File: src/rtl/hazard_pkg.sv
// Shared types for the hazard controller: FSM encodings, control-bundle constants
// and the forwarding priority-encode helper.
package hazard_pkg;

  typedef enum logic [1:0] {
    ST_RUN = 2'd0,
    ST_LU  = 2'd1,
    ST_MEM = 2'd2
  } hz_state_e;

  localparam int FWD_NONE    = 0;
  localparam int MAX_FWD_SRC = 32;

  typedef struct packed {
    logic pc_en;
    logic if_id_en;
    logic bubble;
    logic freeze;
    logic if_flush;
    logic id_flush;
  } hz_ctrl_t;

  localparam hz_ctrl_t CTRL_IDLE   = '{pc_en: 1'b1, if_id_en: 1'b1, bubble: 1'b0,
                                       freeze: 1'b0, if_flush: 1'b0, id_flush: 1'b0};
  localparam hz_ctrl_t CTRL_STALL  = '{pc_en: 1'b0, if_id_en: 1'b0, bubble: 1'b1,
                                       freeze: 1'b0, if_flush: 1'b0, id_flush: 1'b0};
  localparam hz_ctrl_t CTRL_FREEZE = '{pc_en: 1'b0, if_id_en: 1'b0, bubble: 1'b0,
                                       freeze: 1'b1, if_flush: 1'b0, id_flush: 1'b0};
  localparam hz_ctrl_t CTRL_BRANCH = '{pc_en: 1'b1, if_id_en: 1'b1, bubble: 1'b0,
                                       freeze: 1'b0, if_flush: 1'b1, id_flush: 1'b1};
  localparam hz_ctrl_t CTRL_JUMP   = '{pc_en: 1'b1, if_id_en: 1'b1, bubble: 1'b0,
                                       freeze: 1'b0, if_flush: 1'b1, id_flush: 1'b0};

  // Lowest hit index is the youngest producer; it maps to the highest code.
  function automatic int fwd_code(input logic [MAX_FWD_SRC-1:0] hit, input int num_src);
    int   code;
    logic found;
    code  = FWD_NONE;
    found = 1'b0;
    for (int i = 0; i < MAX_FWD_SRC; i++) begin
      if (!found && (i < num_src) && hit[i]) begin
        code  = num_src - i;
        found = 1'b1;
      end
    end
    return code;
  endfunction

endpackage

File: src/rtl/hazard_fwd_sel.sv
// One EX operand's bypass select: priority-encodes matching producers, youngest first.
module hazard_fwd_sel
  import hazard_pkg::*;
#(
  parameter int REG_AW      = 5,
  parameter int NUM_FWD_SRC = 2,
  parameter int FW          = $clog2(NUM_FWD_SRC + 1)
) (
  input  logic [REG_AW-1:0]             src_reg,
  input  logic [NUM_FWD_SRC*REG_AW-1:0] prod_rd,
  input  logic [NUM_FWD_SRC-1:0]        prod_we,
  output logic [FW-1:0]                 fwd_sel
);

  logic [MAX_FWD_SRC-1:0] hit_s;

  // Register 0 is hardwired, so a producer targeting it never forwards.
  always_comb begin
    hit_s = {MAX_FWD_SRC{1'b0}};
    for (int i = 0; i < NUM_FWD_SRC; i++) begin
      hit_s[i] = prod_we[i]
               && (prod_rd[i*REG_AW +: REG_AW] != {REG_AW{1'b0}})
               && (prod_rd[i*REG_AW +: REG_AW] == src_reg);
    end
  end

  assign fwd_sel = FW'(fwd_code(hit_s, NUM_FWD_SRC));

endmodule

File: src/rtl/hazard_ctrl_unit.sv
// Pipeline hazard controller: load-use stalls, branch/jump flushes, memory freeze, bypass selects.
// Optional macro HAZ_PERF_CNT_EN adds saturating stall/flush/freeze performance counters.
module hazard_ctrl_unit
  import hazard_pkg::*;
#(
  parameter int REG_AW       = 5,
  parameter int NUM_FWD_SRC  = 2,
  parameter int LOAD_USE_CYC = 1,
  parameter int CNT_W        = 32
) (
  input  logic                                 clk,
  input  logic                                 reset,
  input  logic [REG_AW-1:0]                    id_rs,
  input  logic [REG_AW-1:0]                    id_rt,
  input  logic                                 id_uses_rt,
  input  logic                                 id_j,
  input  logic                                 ex_memread,
  input  logic [REG_AW-1:0]                    ex_rs,
  input  logic [REG_AW-1:0]                    ex_rt,
  input  logic                                 ex_b,
  input  logic                                 ex_taken,
  input  logic                                 mem_busy,
  input  logic [NUM_FWD_SRC*REG_AW-1:0]        prod_rd,
  input  logic [NUM_FWD_SRC-1:0]               prod_we,
  output logic                                 pc_en,
  output logic                                 if_id_en,
  output logic                                 id_ex_bubble,
  output logic                                 pipe_freeze,
  output logic                                 if_flush,
  output logic                                 id_flush,
  output logic [$clog2(NUM_FWD_SRC+1)-1:0]     fwd_a,
  output logic [$clog2(NUM_FWD_SRC+1)-1:0]     fwd_b,
  output logic [CNT_W-1:0]                     stall_cnt,
  output logic [CNT_W-1:0]                     flush_cnt,
  output logic [CNT_W-1:0]                     freeze_cnt
);

  localparam int          FW      = $clog2(NUM_FWD_SRC + 1);
  localparam logic [3:0]  LU_INIT = 4'(LOAD_USE_CYC - 1);

  hz_state_e  state_q, state_d, run_state_s;
  logic [3:0] lu_cnt_q, lu_cnt_d, run_cnt_s;
  hz_ctrl_t   ctrl_s, run_ctrl_s;
  logic       lu_s, bt_s;

  hazard_fwd_sel #(.REG_AW(REG_AW), .NUM_FWD_SRC(NUM_FWD_SRC), .FW(FW)) u_fwd_a (
    .src_reg (ex_rs),
    .prod_rd (prod_rd),
    .prod_we (prod_we),
    .fwd_sel (fwd_a)
  );

  hazard_fwd_sel #(.REG_AW(REG_AW), .NUM_FWD_SRC(NUM_FWD_SRC), .FW(FW)) u_fwd_b (
    .src_reg (ex_rt),
    .prod_rd (prod_rd),
    .prod_we (prod_we),
    .fwd_sel (fwd_b)
  );

  assign lu_s = ex_memread && (ex_rt != {REG_AW{1'b0}})
             && ((ex_rt == id_rs) || (id_uses_rt && (ex_rt == id_rt)));
  assign bt_s = ex_b && ex_taken;

  // RUN decode, shared by RUN and the cycle MEM_WAIT releases.
  always_comb begin
    run_ctrl_s  = CTRL_IDLE;
    run_state_s = ST_RUN;
    run_cnt_s   = lu_cnt_q;
    if (mem_busy) begin
      run_ctrl_s  = CTRL_FREEZE;
      run_state_s = ST_MEM;
    end else if (bt_s) begin
      run_ctrl_s = CTRL_BRANCH;
    end else if (lu_s) begin
      run_ctrl_s = CTRL_STALL;
      if (LOAD_USE_CYC > 1) begin
        run_state_s = ST_LU;
        run_cnt_s   = LU_INIT;
      end else begin
        run_state_s = ST_RUN;
      end
    end else if (id_j) begin
      run_ctrl_s = CTRL_JUMP;
    end else begin
      run_ctrl_s = CTRL_IDLE;
    end
  end

  // Next-state and output decode.
  always_comb begin
    state_d  = state_q;
    lu_cnt_d = lu_cnt_q;
    ctrl_s   = CTRL_IDLE;
    case (state_q)
      ST_RUN: begin
        ctrl_s   = run_ctrl_s;
        state_d  = run_state_s;
        lu_cnt_d = run_cnt_s;
      end
      ST_LU: begin
        if (mem_busy) begin
          ctrl_s = CTRL_FREEZE;
        end else begin
          ctrl_s = CTRL_STALL;
          if (lu_cnt_q <= 4'd1) begin
            state_d  = ST_RUN;
            lu_cnt_d = 4'd0;
          end else begin
            lu_cnt_d = lu_cnt_q - 4'd1;
          end
        end
      end
      ST_MEM: begin
        if (mem_busy) begin
          ctrl_s = CTRL_FREEZE;
        end else begin
          ctrl_s   = run_ctrl_s;
          state_d  = run_state_s;
          lu_cnt_d = run_cnt_s;
        end
      end
      default: begin
        state_d  = ST_RUN;
        lu_cnt_d = 4'd0;
      end
    endcase
  end

  // FSM state and load-use down-counter.
  always_ff @(posedge clk or posedge reset) begin
    if (reset) begin
      state_q  <= ST_RUN;
      lu_cnt_q <= 4'd0;
    end else begin
      state_q  <= state_d;
      lu_cnt_q <= lu_cnt_d;
    end
  end

  assign pc_en        = ctrl_s.pc_en;
  assign if_id_en     = ctrl_s.if_id_en;
  assign id_ex_bubble = ctrl_s.bubble;
  assign pipe_freeze  = ctrl_s.freeze;
  assign if_flush     = ctrl_s.if_flush;
  assign id_flush     = ctrl_s.id_flush;

`ifdef HAZ_PERF_CNT_EN
  localparam logic [CNT_W-1:0] CNT_ONE = {{(CNT_W-1){1'b0}}, 1'b1};

  logic [CNT_W-1:0] stall_cnt_q, stall_cnt_d;
  logic [CNT_W-1:0] flush_cnt_q, flush_cnt_d;
  logic [CNT_W-1:0] freeze_cnt_q, freeze_cnt_d;

  // Saturating event counters.
  always_comb begin
    stall_cnt_d  = stall_cnt_q;
    flush_cnt_d  = flush_cnt_q;
    freeze_cnt_d = freeze_cnt_q;
    if (ctrl_s.bubble && (stall_cnt_q != {CNT_W{1'b1}})) begin
      stall_cnt_d = stall_cnt_q + CNT_ONE;
    end else begin
      stall_cnt_d = stall_cnt_q;
    end
    if ((ctrl_s.if_flush || ctrl_s.id_flush) && (flush_cnt_q != {CNT_W{1'b1}})) begin
      flush_cnt_d = flush_cnt_q + CNT_ONE;
    end else begin
      flush_cnt_d = flush_cnt_q;
    end
    if (ctrl_s.freeze && (freeze_cnt_q != {CNT_W{1'b1}})) begin
      freeze_cnt_d = freeze_cnt_q + CNT_ONE;
    end else begin
      freeze_cnt_d = freeze_cnt_q;
    end
  end

  // Counter registers.
  always_ff @(posedge clk or posedge reset) begin
    if (reset) begin
      stall_cnt_q  <= {CNT_W{1'b0}};
      flush_cnt_q  <= {CNT_W{1'b0}};
      freeze_cnt_q <= {CNT_W{1'b0}};
    end else begin
      stall_cnt_q  <= stall_cnt_d;
      flush_cnt_q  <= flush_cnt_d;
      freeze_cnt_q <= freeze_cnt_d;
    end
  end

  assign stall_cnt  = stall_cnt_q;
  assign flush_cnt  = flush_cnt_q;
  assign freeze_cnt = freeze_cnt_q;
`else
  assign stall_cnt  = {CNT_W{1'b0}};
  assign flush_cnt  = {CNT_W{1'b0}};
  assign freeze_cnt = {CNT_W{1'b0}};
`endif

endmodule

File: config.mk
export PLATFORM = sky130hd
export DESIGN_NAME = hazard_ctrl_unit
export DESIGN_NICKNAME = d
export VERILOG_FILES = /design/src/rtl/hazard_pkg.sv /design/src/rtl/hazard_fwd_sel.sv /design/src/rtl/hazard_ctrl_unit.sv
export SDC_FILE = /design/constraint.sdc
export NUM_CORES = 1
export LEC_CHECK = 0
export BUFFER_PORTS_ARGS = -buffer_cell sky130_fd_sc_hd__buf_2
export CAP_MARGIN = 20
export CORE_AREA = 8 8 81 62
export CTS_CLUSTER_SIZE = 20
export DETAILED_ROUTE_END_ITERATION = 12
export DIE_AREA = 0 0 89 70
export GPL_TIMING_DRIVEN = 1
export PLACE_DENSITY_LB_ADDON = 0.3
export SYNTH_ARGS = -nofsm -noshare
export SYNTH_HDL_FRONTEND = slang
export SYNTH_SLANG_ARGS = --single-unit
export TNS_END_PERCENT = 50
File: constraint.sdc
create_clock -name clk -period 2 [get_ports clk]
set_input_delay 0.4 -clock clk [delete_from_list [all_inputs] [get_ports clk]]
set_output_delay 0.4 -clock clk [all_outputs]
set_load 0.01 [all_outputs]
==> results.json, run 1 <==
{
  "ys_top_cells_by_area": "buf_4, xnor2_1, xor2_1, nor4_2, or4_1",
  "grtUsageMet2": 0.182,
  "vias_per_cell": 3.23,
  "port_buffers": 48,
  "grt_pass1_vias": 950,
  "post-cts-setup-buffer-count": 0,
  "fin_util": 0.342,
  "yosys_warnings": 0,
  "postSynthCellCount": 159,
  "timing.fmax_mhz": 485,
  "grt_use_total": 0.0884,
  "grt_antenna_before_repair": 0,
  "pwr-share-comb": 1.000,
  "num_vias": 845,
  "end_kind": "primary output",
  "avgSynthCellArea_um2": 7.53,
  "routed_wl_um": 3210,
  "p_total_uw": 275,
  "layout_min_cycle_time_ns": 2.06,
  "cp_max_fo": 2,
  "maxCapViolations": 0,
  "p_clk_frac": 0,
  "required_ns": 1.60,
  "yosys.area.top_type": "buf_4",
  "ant_nets": 0,
  "die-area_um2": 6230,
  "num_rows": 19,
  "drive_gt1_frac": 0.343,
  "violations": "setup timing",
  "p_sw_uw": 173,
  "grt_first_pass_wirelength_um": 4570,
  "critPathKind": "in -> out",
  "period_share": 1.03,
  "status": "finished with violations",
  "critPathArrivalTime_ns": 1.66,
  "nNetsFinal": 252,
  "grt_max_degree": 6,
  "met1_usage": 0.0866,
  "nClkBuffers": 0,
  "synth.most_common_cell": "buf_4",
  "tns_ns": -0.104,
  "wl_per_cell_um": 12.2,
  "final_max_slew_viol_count": 0,
  "p_per_area_nw_per_um2": 214,
  "regArea_um2": 0,
  "globalplace.congestion": 0.730,
  "final.fill_count": 442,
  "flops_and_latches": 0,
  "finalSetupViolCount": 3,
  "die_y_um": 70,
  "synth_top_area_share": 0.608,
  "drtIter0Drc": 9,
  "drc": 0,
  "ys_seq_area_frac": 0,
  "synth_area_um2": 1200,
  "dr.pass1.iters": 4,
  "grt_use_met3": 0.0257,
  "overflow": 0,
  "yosys-top-cells-count": "buf_4, xnor2_1, xor2_1",
  "diodes": 0,
  "finalHoldViolCount": 0,
  "swShare": 0.630,
  "ios": 146,
  "place_hpwl_um": 3000,
  "die_x_um": 89,
  "finalWorstSetupSlack_ns": -0.0621,
  "start_util": 0.319,
  "rsz0062_at_grt": "yes",
  "gr-max-usage-layer": "met2",
  "multi_input_comb_area_um2": 856,
  "seqPwrFrac": 0,
  "p_leak_uw": 0.000726,
  "synth.distinct_cells": 20,
  "hold_class": "in -> out",
  "synthToLayoutAreaGrowth_pct": 7.31,
  "p_int_uw": 101,
  "coreArea_um2": 3760,
  "critPathLaunchType": "input pin",
  "max-vdd-ir-drop_mv": 0.0506
}
==> layout by cell type, fill, tap and decap left out, types with 3 or more instances in the layout <==
| cell | instances |
|---|---|
| conb_1 | 96 |
| buf_2 | 44 |
| xnor2_1 | 15 |
| xor2_1 | 14 |
| buf_4 | 9 |
| buf_6 | 5 |
| nand3_1 | 3 |
| nand2_1 | 3 |
| or4_4 | 3 |
| nor4_2 | 3 |
==> path summary, 6_finish.rpt <==
path / slack, ns / cells after the start / start / end
max: -0.06 / 6 / prod_rd[0] / fwd_a[0]
min: 1.08 / 2 / mem_busy / pipe_freeze
==> kinds of logic (layout without fill, tap and decap cells) <==
logic type	Yosys count	in the layout	share of synthesized area
simple gates	18	18	0.110
buf+inv	103	59	0.628
compound gates	7	7	0.0397
xor+xnor	30	30	0.219
other cells	1	96	0.00313
==> worst max-delay path, cell delays in order <==
cell,delay (ns)
buf_2,0.11
or4_4,0.54
o21ai_4,0.21
nor4_2,0.09
nor4_2,0.14
buf_2,0.18
==> metal layers <==
metal / vias up / share of wire
met1: 377 / 0.32
met2: 53 / 0.57
met4: 0 / 0
met5: - / 0
met3: 0 / 0.12
li1: 415 / -
==> timing repair <==
action | CTS | global route
cloned | 0 | 0
pin swaps | 3 | 4
endpoints found under the setup margin | 3 | 6
hold buffers | 0 | 0
resized for setup | 10 | 5
==> area by class of cell <==
cell class | count | share of cell area
multi-input cells | 151 | 0.666
repair buffers | 59 | 0.283
well taps | 52 | 0.0506
==> power groups by stage <==
stage	Sequential, µW	Clock, µW	Combinational (µW)
after floorplan	0	0	301
after global placement	0	0	244
after detailed placement	0	0	246
after CTS	0	0	259
after global routing	0	0	302
final	0	0	275
==> per-stage QoR <==
stage,std cells,hold WS [ns],setup slack [ns],cell area (µm²)
after floorplan,254,0.830,-0.00742,1560
after global placement,262,1.07,-0.154,1210
after detailed placement,262,1.07,-0.161,1210
after CTS,262,1.07,-0.0627,1260
after global routing,262,1.09,-0.126,1280
final,262,1.08,-0.0621,1280
Note: power is estimated with default switching activity, not from simulation.
==> run 2, diff against run 1 <==
Settings changed: PLACE_DENSITY set to 0.79, PLACE_DENSITY_LB_ADDON 0.3 to unset.
==> results.json, run 2 (synthesized netlist as in run 1, its figures left out) <==
{
  "num_vias": 871,
  "period_share": 1.06,
  "dr.pass1.iters": 4,
  "final.fill_count": 423,
  "finalWorstSetupSlack_ns": -0.124,
  "ant_nets": 0,
  "violations": "setup timing",
  "drtIter0Drc": 37,
  "cp_max_fo": 2,
  "grt_use_total": 0.0889,
  "final_max_slew_viol_count": 0,
  "cts_hold_buf": 0,
  "diodes": 0,
  "critPathKind": "in -> out",
  "drc": 0,
  "finalSetupViolCount": 3,
  "synthToLayoutAreaGrowth_pct": 4.70,
  "start_util": 0.319,
  "final_common_cell": "conb_1",
  "overflow": 0,
  "grt_max_degree": 6,
  "port_buffers": 48,
  "wl_per_cell_um": 12.5,
  "fin_util": 0.334,
  "die_x_um": 89,
  "timing.fmax_mhz": 471,
  "grt_first_pass_wirelength_um": 4580,
  "globalplace.congestion": 0.845,
  "routed_wl_um": 3290,
  "critPathArrivalTime_ns": 1.72,
  "flops_and_latches": 0,
  "hold_class": "in -> out",
  "maxCapViolations": 0,
  "grt_pass1_vias": 890,
  "p_per_area_nw_per_um2": 215,
  "layout_common_cells": "conb_1, buf_2, xnor2_1",
  "critPathLaunchType": "input pin",
  "max-vdd-ir-drop_mv": 0.0562,
  "layout_min_cycle_time_ns": 2.12,
  "die-area_um2": 6230,
  "num_rows": 19,
  "regArea_um2": 0,
  "rsz0062_at_grt": "yes",
  "status": "finished with violations",
  "coreArea_um2": 3760,
  "finalHoldViolCount": 0,
  "place_hpwl_um": 3090,
  "end_kind": "primary output",
  "p_total_uw": 270,
  "ios": 146,
  "p_leak_uw": 0.000717,
  "required_ns": 1.60,
  "drive_gt1_frac": 0.330,
  "hold_ws_ns": 1.07,
  "tns_ns": -0.243,
  "vias_per_cell": 3.30,
  "nNetsFinal": 254,
  "die_y_um": 70,
  "grt_antenna_before_repair": 0,
  "nClkBuffers": 0
}
==> run 2: cell count changes in the layout (fill, tap and decap cells not counted), sizes merged <==
cell / change
buf: +2
==> run 2: where the power goes <==
part,switching (µW),internal (µW),total [µW]
clock network,0,0,0
registers,0,0,0
logic,174,95.8,270
total,174,95.8,270
==> run 2: cell type report <==
cell class,count,area (µm²),share of cell area
multi-input cells,151,836,0.667
well taps,52,65.1,0.0519
repair buffers,61,353,0.281
==> run 2: timing repair <==
item / 4_1_cts / 5_1_grt
resized for setup: 3 / 5
setup endpoints to repair: 3 / 4
setup buffers: 0 / 1
pin swaps: 3 / 5
==> run 2: stage by stage <==
stage,instance area (µm²),setup WS [ns],instances
final,1250,-0.124,264
after global routing,1250,-0.163,264
after CTS,1210,-0.175,263
after detailed placement,1200,-0.238,263
after global placement,1200,-0.188,263
after floorplan,1560,-0.00742,254
==> run 2: final timing paths <==
| path | start | to | slack [ns] | depth (start not counted) |
|---|---|---|---|---|
| worst max-delay path | prod_rd[4] | fwd_a[0] | -0.12 | 6 |
| worst min-delay path | mem_busy | pipe_freeze | 1.07 | 2 |
==> run 2: per-layer routing <==
metal | up-vias | routed length, µm | GRT usage
met3 | 0 | 285 | 0.00935
li1 | 417 | - | -
met4 | 0 | 0 | 0.00184
met2 | 50 | 2040 | 0.189
met1 | 404 | 965 | 0.0913
met5 | - | 0 | 0
==> run 2: critical path: stages <==
cell and delay (ns):
buf_6 0.09, or4_4 0.53, o21ai_4 0.19, nor4_4 0.06, nor4_2 0.28, buf_2 0.18
==> run 3, diff against run 2 <==
--- a/config.mk
+++ b/config.mk
@@ -7,10 +7,12 @@
 export LEC_CHECK = 0
+export ABC_AREA = 1
 export BUFFER_PORTS_ARGS = -buffer_cell sky130_fd_sc_hd__buf_2
 export CAP_MARGIN = 20
-export CORE_AREA = 8 8 81 62
+export CORE_AREA = 8 8 82 62
 export CTS_CLUSTER_SIZE = 20
 export DETAILED_ROUTE_END_ITERATION = 12
-export DIE_AREA = 0 0 89 70
+export DIE_AREA = 0 0 90 70
 export GPL_TIMING_DRIVEN = 1
-export PLACE_DENSITY = 0.79
+export PLACE_DENSITY = 0.8
+export SETUP_SLACK_MARGIN = 0.1
 export SYNTH_ARGS = -nofsm -noshare
--- a/constraint.sdc
+++ b/constraint.sdc
@@ -3,2 +3,2 @@
 set_output_delay 0.4 -clock clk [all_outputs]
-set_load 0.01 [all_outputs]
+set_load 0.02 [all_outputs]
==> results.json, run 3 <==
{
  "cp_max_fo": 6,
  "start_util": 0.330,
  "critPathArrivalTime_ns": 1.34,
  "grt_pass1_vias": 1059,
  "place_hpwl_um": 3070,
  "synth_top_area_share": 0.580,
  "layout_min_cycle_time_ns": 1.74,
  "yosys_warnings": 0,
  "grt_first_pass_wirelength_um": 4970,
  "ant_nets": 0,
  "drive_gt1_frac": 0.221,
  "p_leak_uw": 0.000795,
  "nNetsFinal": 286,
  "num_vias": 988,
  "drc": 0,
  "end_kind": "primary output",
  "ys_seq_area_frac": 0,
  "diodes": 0,
  "grt_use_total": 0.0891,
  "regArea_um2": 0,
  "status": "completed",
  "synth_xor_area_frac": 0.146,
  "dr.pass1.iters": 4,
  "synth_area_um2": 1260,
  "tns_ns": 0,
  "die_y_um": 70,
  "post-cts-setup-buffer-count": 0,
  "rsz0062_at_grt": "no",
  "yosys-top-cells-count": "buf_4, nand2_1, nor2_1",
  "max-vdd-ir-drop_mv": 0.0802,
  "routed_wl_um": 3200,
  "grt_antenna_before_repair": 0,
  "final.fill_count": 459,
  "cts_resized": 0,
  "critPathKind": "in -> out",
  "yosys.area.top_type": "buf_4",
  "startpoint": "ex_rt[3]",
  "overflow": 0,
  "synth.distinct_cells": 18,
  "required_ns": 1.60,
  "synth_compound_area_frac": 0.0120,
  "wl_per_cell_um": 10.8,
  "synth_top_family_by_area": "buffers and inverters",
  "num_rows": 19,
  "port_buffers": 48,
  "yosys.area_share.simple": 0.200,
  "p_per_area_nw_per_um2": 276,
  "flops_and_latches": 0,
  "fin_util": 0.311,
  "critPathLaunchType": "input pin",
  "vias_per_cell": 3.34,
  "drtIter0Drc": 15,
  "postSynthCellCount": 201,
  "finalSetupViolCount": 0,
  "synthAdderAreaFrac": 0,
  "ys_top_cells_by_area": "buf_4, xnor2_1, nand2_1, xor2_1, nor2_1",
  "cts_hold_buf": 0,
  "final_max_slew_viol_count": 0,
  "hold_depth": 2,
  "globalplace.congestion": 0.731,
  "layout_common_cells": "conb_1, buf_2, nand2_1",
  "die_x_um": 90,
  "ios": 146,
  "die-area_um2": 6300,
  "timing.fmax_mhz": 575,
  "coreArea_um2": 3800,
  "grt_max_degree": 7,
  "synth.most_common_cell": "buf_4",
  "avgSynthCellArea_um2": 6.25,
  "final_common_cell": "conb_1",
  "finalHoldViolCount": 0,
  "nClkBuffers": 0,
  "synthMuxAreaShare": 0,
  "min_from": "mem_busy",
  "hold_class": "in -> out",
  "period_share": 0.869,
  "synthToLayoutAreaGrowth_pct": -5.78,
  "maxCapViolations": 0
}
## run 3: cells by family (layout without fill, tap and decap cells)
group                     after synthesis  after routing
AOI/OAI and AO/OA                       3              3
xor gates and xnor gates               21             21
buffers and inverters                 116             64
other                                   1             96
and+or+nand+nor                        60             60
## run 3: final cells by class
class / count / area (µm²) / share of cell area
multi-input cells: 180 / 813 / 0.687
inverters: 16 / 60.1 / 0.0507
well taps: 52 / 65.1 / 0.0550
repair buffers: 48 / 245 / 0.207
## run 3: worst paths after layout
kind,endpoint,slack [ns]
max,pc_en,0.26
min,pipe_freeze,1.07
## run 3: critical path: stages
cell and delay [ns]:
clkbuf_4 0.16, inv_2 0.04, nand2_1 0.05, nand2_1 0.05, nor2_1 0.15, nand3_1 0.09, nand2_1 0.07, nand2_1 0.06
nand2_1 0.07, inv_1 0.05, buf_2 0.15
## run 3: through the flow
| stage | power [µW] | instance area (µm²) | worst slack (ns) | hold slack [ns] | instances |
|---|---|---|---|---|---|
| finish | 327 | 1180 | 0.261 | 1.07 | 296 |
| global route | 357 | 1180 | 0.106 | 1.08 | 296 |
| CTS | 316 | 1180 | 0.252 | 1.08 | 296 |
| detailed placement | 315 | 1180 | 0.255 | 1.08 | 296 |
| global placement | 310 | 1180 | 0.273 | 1.08 | 296 |
| floorplan | 388 | 1610 | 0.202 | 0.880 | 296 |
## run 3: routing by layer
metal	GRT usage	routed length (µm)	up-vias
met5	0	0	-
met4	0.00735	35	0
met3	0.0245	238	4
met2	0.180	1750	62
met1	0.0917	1170	422
li1	-	-	500
## run 3: where the power goes
group / internal, µW / switching [µW] / total [µW]
clock: 0 / 0 / 0
sequential: 0 / 0 / 0
combinational: 74.1 / 252 / 327
